**src/rtl/uart_pkg.sv**
```systemverilog
// Shared UART definitions: FSM state encodings and line idle level.
// Used by uart_tx_engine now and by the future uart_rx.
package uart_pkg;

  typedef enum logic [2:0] {
    ST_IDLE   = 3'd0,
    ST_START  = 3'd1,
    ST_DATA   = 3'd2,
    ST_PARITY = 3'd3,
    ST_STOP   = 3'd4
  } uart_state_e;

  localparam logic IDLE_LEVEL = 1'b1;

endpackage : uart_pkg

```
**src/rtl/uart_tx_engine_if.sv**
```systemverilog
// Bridge-facing signal bundle of the UART transmitter.
interface uart_tx_engine_if #(
  parameter int N = 8
);

  // Handshake: the master raises tx_external with to_uart valid; the byte is
  // taken on any rising edge where uart_busy is low (uart_busy acts as !ready).
  // Strobes seen while uart_busy is high are dropped. end_tx pulses for one
  // cycle when the stop bit finishes.
  logic         tx_external;
  logic [N-1:0] to_uart;
  logic         tx_serial;
  logic         uart_busy;
  logic         end_tx;

  modport master (
    output tx_external,
    output to_uart,
    input  tx_serial,
    input  uart_busy,
    input  end_tx
  );

  modport slave (
    input  tx_external,
    input  to_uart,
    output tx_serial,
    output uart_busy,
    output end_tx
  );

endinterface : uart_tx_engine_if

```
**src/rtl/uart_tx_engine_baud_tick_gen.sv**
```systemverilog
// Bit-period counter: one-cycle tick at count CLKS_PER_BIT-1, cleared on
// frame accept so bit boundaries line up with the accepting edge.
module baud_tick_gen #(
  parameter int CLKS_PER_BIT = 434
) (
  input  logic clk,
  input  logic reset,
  input  logic clear,
  output logic tick
);

  localparam int CNT_W = (CLKS_PER_BIT > 1) ? $clog2(CLKS_PER_BIT) : 1;
  localparam logic [CNT_W-1:0] LAST = CNT_W'(CLKS_PER_BIT - 1);

  logic [CNT_W-1:0] r_baud_cnt;

  always_ff @(posedge clk) begin
    if (reset || clear) begin
      r_baud_cnt <= '0;
    end else if (r_baud_cnt == LAST) begin
      r_baud_cnt <= '0;
    end else begin
      r_baud_cnt <= r_baud_cnt + 1'b1;
    end
  end

  assign tick = (r_baud_cnt == LAST);

endmodule : baud_tick_gen

```
**src/rtl/uart_tx_engine.sv**
```systemverilog
// UART transmitter: start bit, N data bits LSB first, optional even parity,
// one stop bit. Define UART_TX_PARITY_EN to insert the parity bit.
module uart_tx_engine
  import uart_pkg::*;
#(
  parameter int CLKS_PER_BIT = 434,
  parameter int N            = 8
) (
  input  logic              clk,
  input  logic              reset,
  uart_tx_engine_if.slave   bus,
  output uart_state_e       o_dbg_state
);

  localparam int BIT_W = $clog2(N) + 1;

  uart_state_e      r_state;
  logic [N-1:0]     r_shift_reg;
  logic [BIT_W-1:0] r_bit_idx;
  logic             r_tx_serial;
  logic             r_uart_busy;
  logic             r_end_tx;
`ifdef UART_TX_PARITY_EN
  logic             r_parity_acc;
  logic             w_parity_next;
`endif

  logic         w_accept;
  logic         w_tick;
  logic         w_last_bit;
  logic [N-1:0] w_shift_next;

  assign w_accept     = (r_state == ST_IDLE) && bus.tx_external;
  assign w_last_bit   = (r_bit_idx == BIT_W'(N - 1));
  assign w_shift_next = r_shift_reg >> 1;
`ifdef UART_TX_PARITY_EN
  assign w_parity_next = r_parity_acc ^ r_shift_reg[0];
`endif

  baud_tick_gen #(
    .CLKS_PER_BIT(CLKS_PER_BIT)
  ) u_baud (
    .clk  (clk),
    .reset(reset),
    .clear(w_accept),
    .tick (w_tick)
  );

  // The line level for the next bit is loaded on the boundary edge so
  // tx_serial stays a plain register with no decode behind it.
  always_ff @(posedge clk) begin
    if (reset) begin
      r_state      <= ST_IDLE;
      r_shift_reg  <= '0;
      r_bit_idx    <= '0;
      r_tx_serial  <= IDLE_LEVEL;
      r_uart_busy  <= 1'b0;
      r_end_tx     <= 1'b0;
`ifdef UART_TX_PARITY_EN
      r_parity_acc <= 1'b0;
`endif
    end else begin
      r_end_tx <= 1'b0;
      case (r_state)
        ST_IDLE: begin
          if (bus.tx_external) begin
            r_shift_reg  <= bus.to_uart;
            r_bit_idx    <= '0;
            r_tx_serial  <= 1'b0;
            r_uart_busy  <= 1'b1;
`ifdef UART_TX_PARITY_EN
            r_parity_acc <= 1'b0;
`endif
            r_state      <= ST_START;
          end
        end
        ST_START: begin
          if (w_tick) begin
            r_tx_serial <= r_shift_reg[0];
            r_state     <= ST_DATA;
          end
        end
        ST_DATA: begin
          if (w_tick) begin
            r_shift_reg <= w_shift_next;
            r_bit_idx   <= r_bit_idx + 1'b1;
`ifdef UART_TX_PARITY_EN
            r_parity_acc <= w_parity_next;
`endif
            if (w_last_bit) begin
`ifdef UART_TX_PARITY_EN
              r_tx_serial <= w_parity_next;
              r_state     <= ST_PARITY;
`else
              r_tx_serial <= IDLE_LEVEL;
              r_state     <= ST_STOP;
`endif
            end else begin
              r_tx_serial <= w_shift_next[0];
            end
          end
        end
`ifdef UART_TX_PARITY_EN
        ST_PARITY: begin
          if (w_tick) begin
            r_tx_serial <= IDLE_LEVEL;
            r_state     <= ST_STOP;
          end
        end
`endif
        ST_STOP: begin
          if (w_tick) begin
            r_tx_serial <= IDLE_LEVEL;
            r_uart_busy <= 1'b0;
            r_end_tx    <= 1'b1;
            r_state     <= ST_IDLE;
          end
        end
        default: begin
          r_tx_serial <= IDLE_LEVEL;
          r_uart_busy <= 1'b0;
          r_state     <= ST_IDLE;
        end
      endcase
    end
  end

  assign bus.tx_serial = r_tx_serial;
  assign bus.uart_busy = r_uart_busy;
  assign bus.end_tx    = r_end_tx;
  assign o_dbg_state   = r_state;

endmodule : uart_tx_engine

```
**src/flat_wrapper.sv**
```systemverilog
// flat-port wrapper written by rule: the top's interface ports become plain ports
module uart_tx_engine_flat import uart_pkg::*;
#(
  parameter int CLKS_PER_BIT = 434,
  parameter int N            = 8
)
  (clk, reset, o_dbg_state, bus_tx_external, bus_to_uart, bus_tx_serial, bus_uart_busy, bus_end_tx);
  uart_tx_engine_if #(.N(N)) bus_i ();
  input  logic clk;
  input  logic reset;
  output uart_state_e o_dbg_state;
  input wire logic [$bits(bus_i.tx_external)-1:0] bus_tx_external;
  input wire logic [$bits(bus_i.to_uart)-1:0] bus_to_uart;
  output wire logic [$bits(bus_i.tx_serial)-1:0] bus_tx_serial;
  output wire logic [$bits(bus_i.uart_busy)-1:0] bus_uart_busy;
  output wire logic [$bits(bus_i.end_tx)-1:0] bus_end_tx;
  assign bus_i.tx_external = bus_tx_external;
  assign bus_i.to_uart = bus_to_uart;
  assign bus_tx_serial = bus_i.tx_serial;
  assign bus_uart_busy = bus_i.uart_busy;
  assign bus_end_tx = bus_i.end_tx;
  uart_tx_engine #(.CLKS_PER_BIT(CLKS_PER_BIT), .N(N)) u_core (.clk(clk), .reset(reset), .bus(bus_i), .o_dbg_state(o_dbg_state));
endmodule
```
**config.mk**
```make
export PLATFORM = sky130hd
export DESIGN_NAME = uart_tx_engine_flat
export DESIGN_NICKNAME = d
export VERILOG_FILES = /design/src/rtl/uart_pkg.sv /design/src/rtl/uart_tx_engine_if.sv /design/src/rtl/uart_tx_engine_baud_tick_gen.sv /design/src/rtl/uart_tx_engine.sv /design/src/flat_wrapper.sv
export SDC_FILE = /design/constraint.sdc
export NUM_CORES = 1
export LEC_CHECK = 0
export CAP_MARGIN = 20
export CELL_PAD_IN_SITES_DETAIL_PLACEMENT = 1
export CELL_PAD_IN_SITES_GLOBAL_PLACEMENT = 1
export CORE_ASPECT_RATIO = 1.5
export CORE_MARGIN = 5
export CORE_UTILIZATION = 44
export CTS_CLUSTER_DIAMETER = 100
export DETAILED_ROUTE_END_ITERATION = 6
export PLACE_DENSITY = 0.94
export SETUP_SLACK_MARGIN = 0.02
export SLEW_MARGIN = 5
export SYNTH_ARGS = -nofsm -noshare
export SYNTH_HDL_FRONTEND = slang
export SYNTH_SLANG_ARGS = --single-unit
```
**constraint.sdc**
```tcl
create_clock -name clk -period 4.9 [get_ports clk]
set_input_delay 0.98 -clock clk [delete_from_list [all_inputs] [get_ports clk]]
set_output_delay 0.98 -clock clk [all_outputs]
set_load 0.01 [all_outputs]
```
; ---- After elaboration in Yosys (flattened, before gate mapping)
; Index checks and enable logic that the tools add are counted.
[totals]
mem_bits_rw = 0
n_memories = 0
ff_bits = 27
word_cells = 54
mem_bits_ro = 0
latch_bits = 0
[classes]
n_div = 0
n_reduce_logical = 11
multipliers = 0
shifts = 0
magnitude_cmp = 0
muxes = 22
n_eq_ne = 10
addsub = 2
n_bitwise = 2
[ops]
columns = op, n
row1 = $mux 8, 2
row2 = $pmux 8 s2, 1
row3 = $mux 3, 5
row4 = $pmux 3 s4, 1
row5 = $add 9x1->9 const B, 1
row6 = $eq 9x9->1 const B, 1
row7 = $mux 1, 8
row8 = $mux 4, 2
row9 = $ne 2x2->1 const B, 4
row10 = $pmux 4 s2, 1
row11 = $reduce_and 3->1, 2
row12 = $reduce_or 2->1, 3
row13 = $reduce_and 5->1, 1
row14 = $add 4x1->4 const B, 1
row15 = $eq 4x3->1 const B, 1
row16 = $pmux 1 s4, 1
row17 = $reduce_and 4->1, 1
row18 = $eq 3x1->1 const B, 1
row19 = $eq 3x2->1 const B, 1
row20 = $eq 3x3->1 const B, 1
row21 = $logic_not 3->1, 1
row22 = $pmux 1 s3, 1
row23 = $ne 2x1->1 const B, 1
row24 = $not 1->1, 2
row25 = other kinds (3), 3

; ---- Longest topological paths before layout
[depth]
depth_word = 4
depth_mapped = 7
depth_no_buf = 6

; ---- Cells and area by module
; From an unflattened synthesis, not the netlist that was laid out.
[hier_totals]
hier_cells = 145
hier_area_um2 = 1305.0
[by_module_without_submodules]
columns = mod, area_each_um2, seq_area_each_um2, instances, cells_each
row1 = uart_tx_engine, 890.9, 360.3, 1, 99
row2 = baud_tick_gen, 414.1, 180.2, 1, 46

; ---- Worst setup path before layout
; Ideal clock, no wire load.
[synth_timing]
path_type = input-to-reg
from = input bus_tx_external
to = register u_core.u_baud.r_baud_cnt[2]
setup_time_ps = 115
setup_slack_ps = 2838
arrival_time_ps = 1948
n_path_buf = 2
path_stages = 6
required_time_ps = 4785
path_cell_list = or4b_1 -> buf_2 -> nand2b_1 -> or2b_1 -> buf_4 -> nor2_1
[synth_via]
elab_chain_len = 3
[synth_rtl]
columns = item, line
row1 = start: declaration, flat_wrapper.sv:12  ; input wire logic [$bits(bus_i.tx_external)-1:0] bus_tx_external;
row2 = $logic_and 1x1->1, uart_tx_engine.sv:33  ; assign w_accept = (r_state == ST_IDLE) && bus.tx_external;
row3 = $logic_or 1x1->1, uart_tx_engine_baud_tick_gen.sv:18  ; if (reset || clear) begin
row4 = $reduce_or 2->1 (no line), n/a
row5 = end signal: assignment, uart_tx_engine_baud_tick_gen.sv:23  ; r_baud_cnt <= r_baud_cnt + 1'b1;
row6 = end: declaration, uart_tx_engine_baud_tick_gen.sv:15  ; logic [CNT_W-1:0] r_baud_cnt;
; Every way passes these cells.
; A chain may end at the register's enable or synchronous reset.

; ---- Worst setup path after layout
[layout_timing]
from = register u_core.r_state[1], in the netlist u_core.o_dbg_state[1]
to = register u_core.r_bit_idx[3]
[layout_via]
elab_chain_len = 3
[layout_rtl]
columns = item, line
row1 = start: declaration, uart_tx_engine.sv:17  ; uart_state_e r_state;
row2 = start signal: assignment, uart_tx_engine.sv:53  ; r_state <= ST_IDLE;
row3 = start signal: assignment, uart_tx_engine.sv:74  ; r_state <= ST_START;
row4 = start signal: assignment, uart_tx_engine.sv:80  ; r_state <= ST_DATA;
row5 = $eq 3x2->1 or $logic_not 3->1 (tied branches), uart_tx_engine.sv:64  ; case (r_state)
row6 = $ne 2x2->1 (no line) or $reduce_bool 2->1 (tied branches), n/a
row7 = $reduce_and 3->1 (no line), n/a
row8 = end signal: assignment, uart_tx_engine.sv:86  ; r_bit_idx <= r_bit_idx + 1'b1;
row9 = end: declaration, uart_tx_engine.sv:19  ; logic [BIT_W-1:0] r_bit_idx;
; Parallel ways exist; a longest one is shown, timed or not.

==> impl_metrics.json <==
{
  "grt_max_degree": 23,
  "dp.cells": 195,
  "io_buffer_count": 16,
  "yosysTopAreaCell": "dfxtp_1",
  "cts_setup_buffers": 0,
  "finalHoldViolCount": 0,
  "synth_edf_count": 0,
  "max-cap-violations": 0,
  "tns_ns": 0,
  "htreeDepth": 1,
  "synthSimpleGateAreaFrac_pct": 26.7,
  "p_comb_share_pct": 10.6,
  "finalNetCount": 175,
  "die-height_um": 77.7,
  "netlist_instances": 150,
  "regArea_sq_um": 541,
  "start_util_pct": 45.7,
  "clock-root-buffer": "clkbuf_8",
  "ctsHoldBuffers": 0,
  "ys_seq_area_share_pct": 40.2,
  "core.rowCount": 24,
  "worstPathMaxFanout": 22,
  "multiInputGateArea_sq_um": 727,
  "switching_share_pct": 23.6,
  "setup_viol": 0,
  "p_leak_nw": 0.537,
  "hold_class": "reg -> reg",
  "arrival_ns": 3.18,
  "clockBufferDepth": 2,
  "largest_reg_flops": 9,
  "syn_area_sq_mm": 0.00135,
  "hpwlAfterDp_mm": 2.53,
  "intPower_mw": 0.308,
  "cts_resized": 0,
  "synthAdderAreaFrac_pct": 3.53,
  "synthToLayoutAreaGrowth_pct": 14.5,
  "synth_compound_gate_area_share_pct": 13.4,
  "die_w_um": 55.1,
  "finClkSkew_ns": 0.00285,
  "outcome": "completed",
  "num_io_pins": 17,
  "synth_top_family_by_area": "simple AND/OR/NAND/NOR gates",
  "p_sw_mw": 0.0953,
  "drive_gt1_share_pct": 6.25,
  "drv_slew": 0,
  "yosys.area.top_type_share_pct": 40.2,
  "antenna_found_initial": 0,
  "place_congestion": 0.727,
  "dr.pass1.iters": 4,
  "ys_warn_count": 0,
  "track_usage_pct": 17.2,
  "ant_nets": 0,
  "synth_common_cells": "dfxtp_1 (27), nor2_1 (17), a21oi_1 (13)",
  "yosysUniqueCellTypes": 43,
  "clk_pin_slew_ns": 0.09,
  "synthFlopType": "dfxtp_1",
  "synth_seq_cells": 27,
  "syn_nets": 164,
  "yosysMostFrequentCell": "dfxtp_1",
  "diodes": 0,
  "routed_wirelength_mm": 3.28,
  "synth_area_leaders": "dfxtp_1 (40%), mux2i_1 (5.2%), a21oi_1 (4.8%), nor2_1 (4.7%), nand3_1 (4.5%)",
  "viasPerCell": 5.60,
  "p_seq_share_pct": 58.3,
  "final.min_clock_period_ns": 2.97,
  "clock_latency_ns": 0.27,
  "clockPowerShare_pct": 31.1,
  "cts_tree": "yes",
  "fin_crit_sh_pct": 60.6,
  "fmax_mhz": 337,
  "worstMarginPinSlew_ns": 0.878,
  "drc": 0,
  "clkSinkCount": 27,
  "critPathKind": "reg -> reg",
  "cts_made_buffers": 3,
  "slew_headroom_pct": 41.2,
  "core_sq_mm": 0.00294,
  "drtIter0Drc": 12,
  "end_kind": "flip-flop",
  "power_per_cell_area_mw_per_mm2": 262,
  "fin_cells": 199,
  "die-area_sq_mm": 0.00429,
  "synthMuxAreaShare_pct": 5.21,
  "grt_pass1_vias": 1173,
  "syn_area_per_cell_sq_um": 8.97,
  "fillCellCount": 370,
  "rsz0062_at_grt": "false",
  "total_power_mw": 0.403,
  "grt_pass1_wl_mm": 5.42,
  "vdd_drop_max_v": 0.000227,
  "async_reset_ff_share_pct": 0,
  "vias": 1114,
  "crit_required_ns": 5.11,
  "synth_xor_area_share_pct": 5.21,
  "routedWlPerCell_um": 16.5,
  "cp-start-kind": "flip-flop",
  "grt-ovfl-total": 0
}
==> worst max-delay path, cell delays in order, from the launching register on <==
cell     delay (ns)
dfxtp_1        0.51
nor3b_2        0.78
nand4_1        0.84
or3_1          0.62
a21oi_1        0.15
==> stage by stage <==
stage                     hold WS [ns]  instance area, sq um  worst slack [ns]  utilization [%]
after floorplan                  0.440                  1350              2.84                -
after global placement           0.451                  1500              1.98             50.8
after detailed placement         0.461                  1500              1.91             50.8
after CTS                        0.474                  1540              1.92             52.3
after global routing             0.502                  1540              1.66             52.3
final                            0.471                  1540              1.93             52.3
==> layout make-up <==
class / instances / area share [%]
Clock buffer: 4 / 2.92
Sequential cell: 27 / 35.1
Timing Repair Buffer: 16 / 10.4
Tap cell: 39 / 3.17
Multi-Input combinational cell: 108 / 47.2
Inverter: 5 / 1.22
==> kinds of logic after synthesis <==
family,Yosys count
flops,27
simple gates,60
buf+inv,15
xor+xnor,8
mux,7
fa+ha+maj,4
compound gates,29
==> power groups by stage <==
| stage | logic (mW) | clock network (mW) | registers [mW] |
|---|---|---|---|
| 6_report | 0.0427 | 0.125 | 0.235 |
| 5_1_grt | 0.0472 | 0.138 | 0.237 |
| 4_1_cts | 0.0435 | 0.127 | 0.235 |
| 3_5_place_dp | 0.0433 | 0 | 0.240 |
| 3_3_place_gp | 0.0397 | 0 | 0.239 |
| 2_1_floorplan | 0.0266 | 0 | 0.238 |
==> path summary, 6_finish.rpt <==
kind,startpoint,to,slack [ns],depth (start not counted)
hold / removal,u_core.r_shift_reg[2]$_SDFFE_PP0P_,u_core.r_shift_reg[2]$_SDFFE_PP0P_,0.47,2
hold reg to reg,u_core.r_shift_reg[2]$_SDFFE_PP0P_,u_core.r_shift_reg[2]$_SDFFE_PP0P_,0.47,2
setup reg to reg,u_core.o_dbg_state[1]$_SDFFE_PP0P_,u_core.r_bit_idx[3]$_SDFFE_PP0P_,1.93,4
setup / recovery,u_core.o_dbg_state[1]$_SDFFE_PP0P_,u_core.r_bit_idx[3]$_SDFFE_PP0P_,1.93,4
==> layer usage <==
layer	share of wire (%)	up-vias	wire, um	track usage (%)
met4	1.5	0	48	6.33
li1	-	549	-	-
met5	0	-	0	0
met2	57	14	1870	31.5
met3	2.9	5	94	2.68
met1	38	546	1260	18.5
==> placed cells by master, fill, tap and decap left out, types with 3 or more instances in the layout <==
cell	count
dfxtp_1	27
clkdlybuf4s50_1	16
inv_1	5
nand2_1	4
nand3_1	12
clkbuf_8	3
nor2b_1	3
a21oi_1	13
o21ai_0	5
a21o_1	7
xnor2_1	4
ha_1	3
nor3_1	3
xor2_1	4
mux2i_1	7
nor2_1	17
No activity file was read; power rests on OpenSTA's default activity.
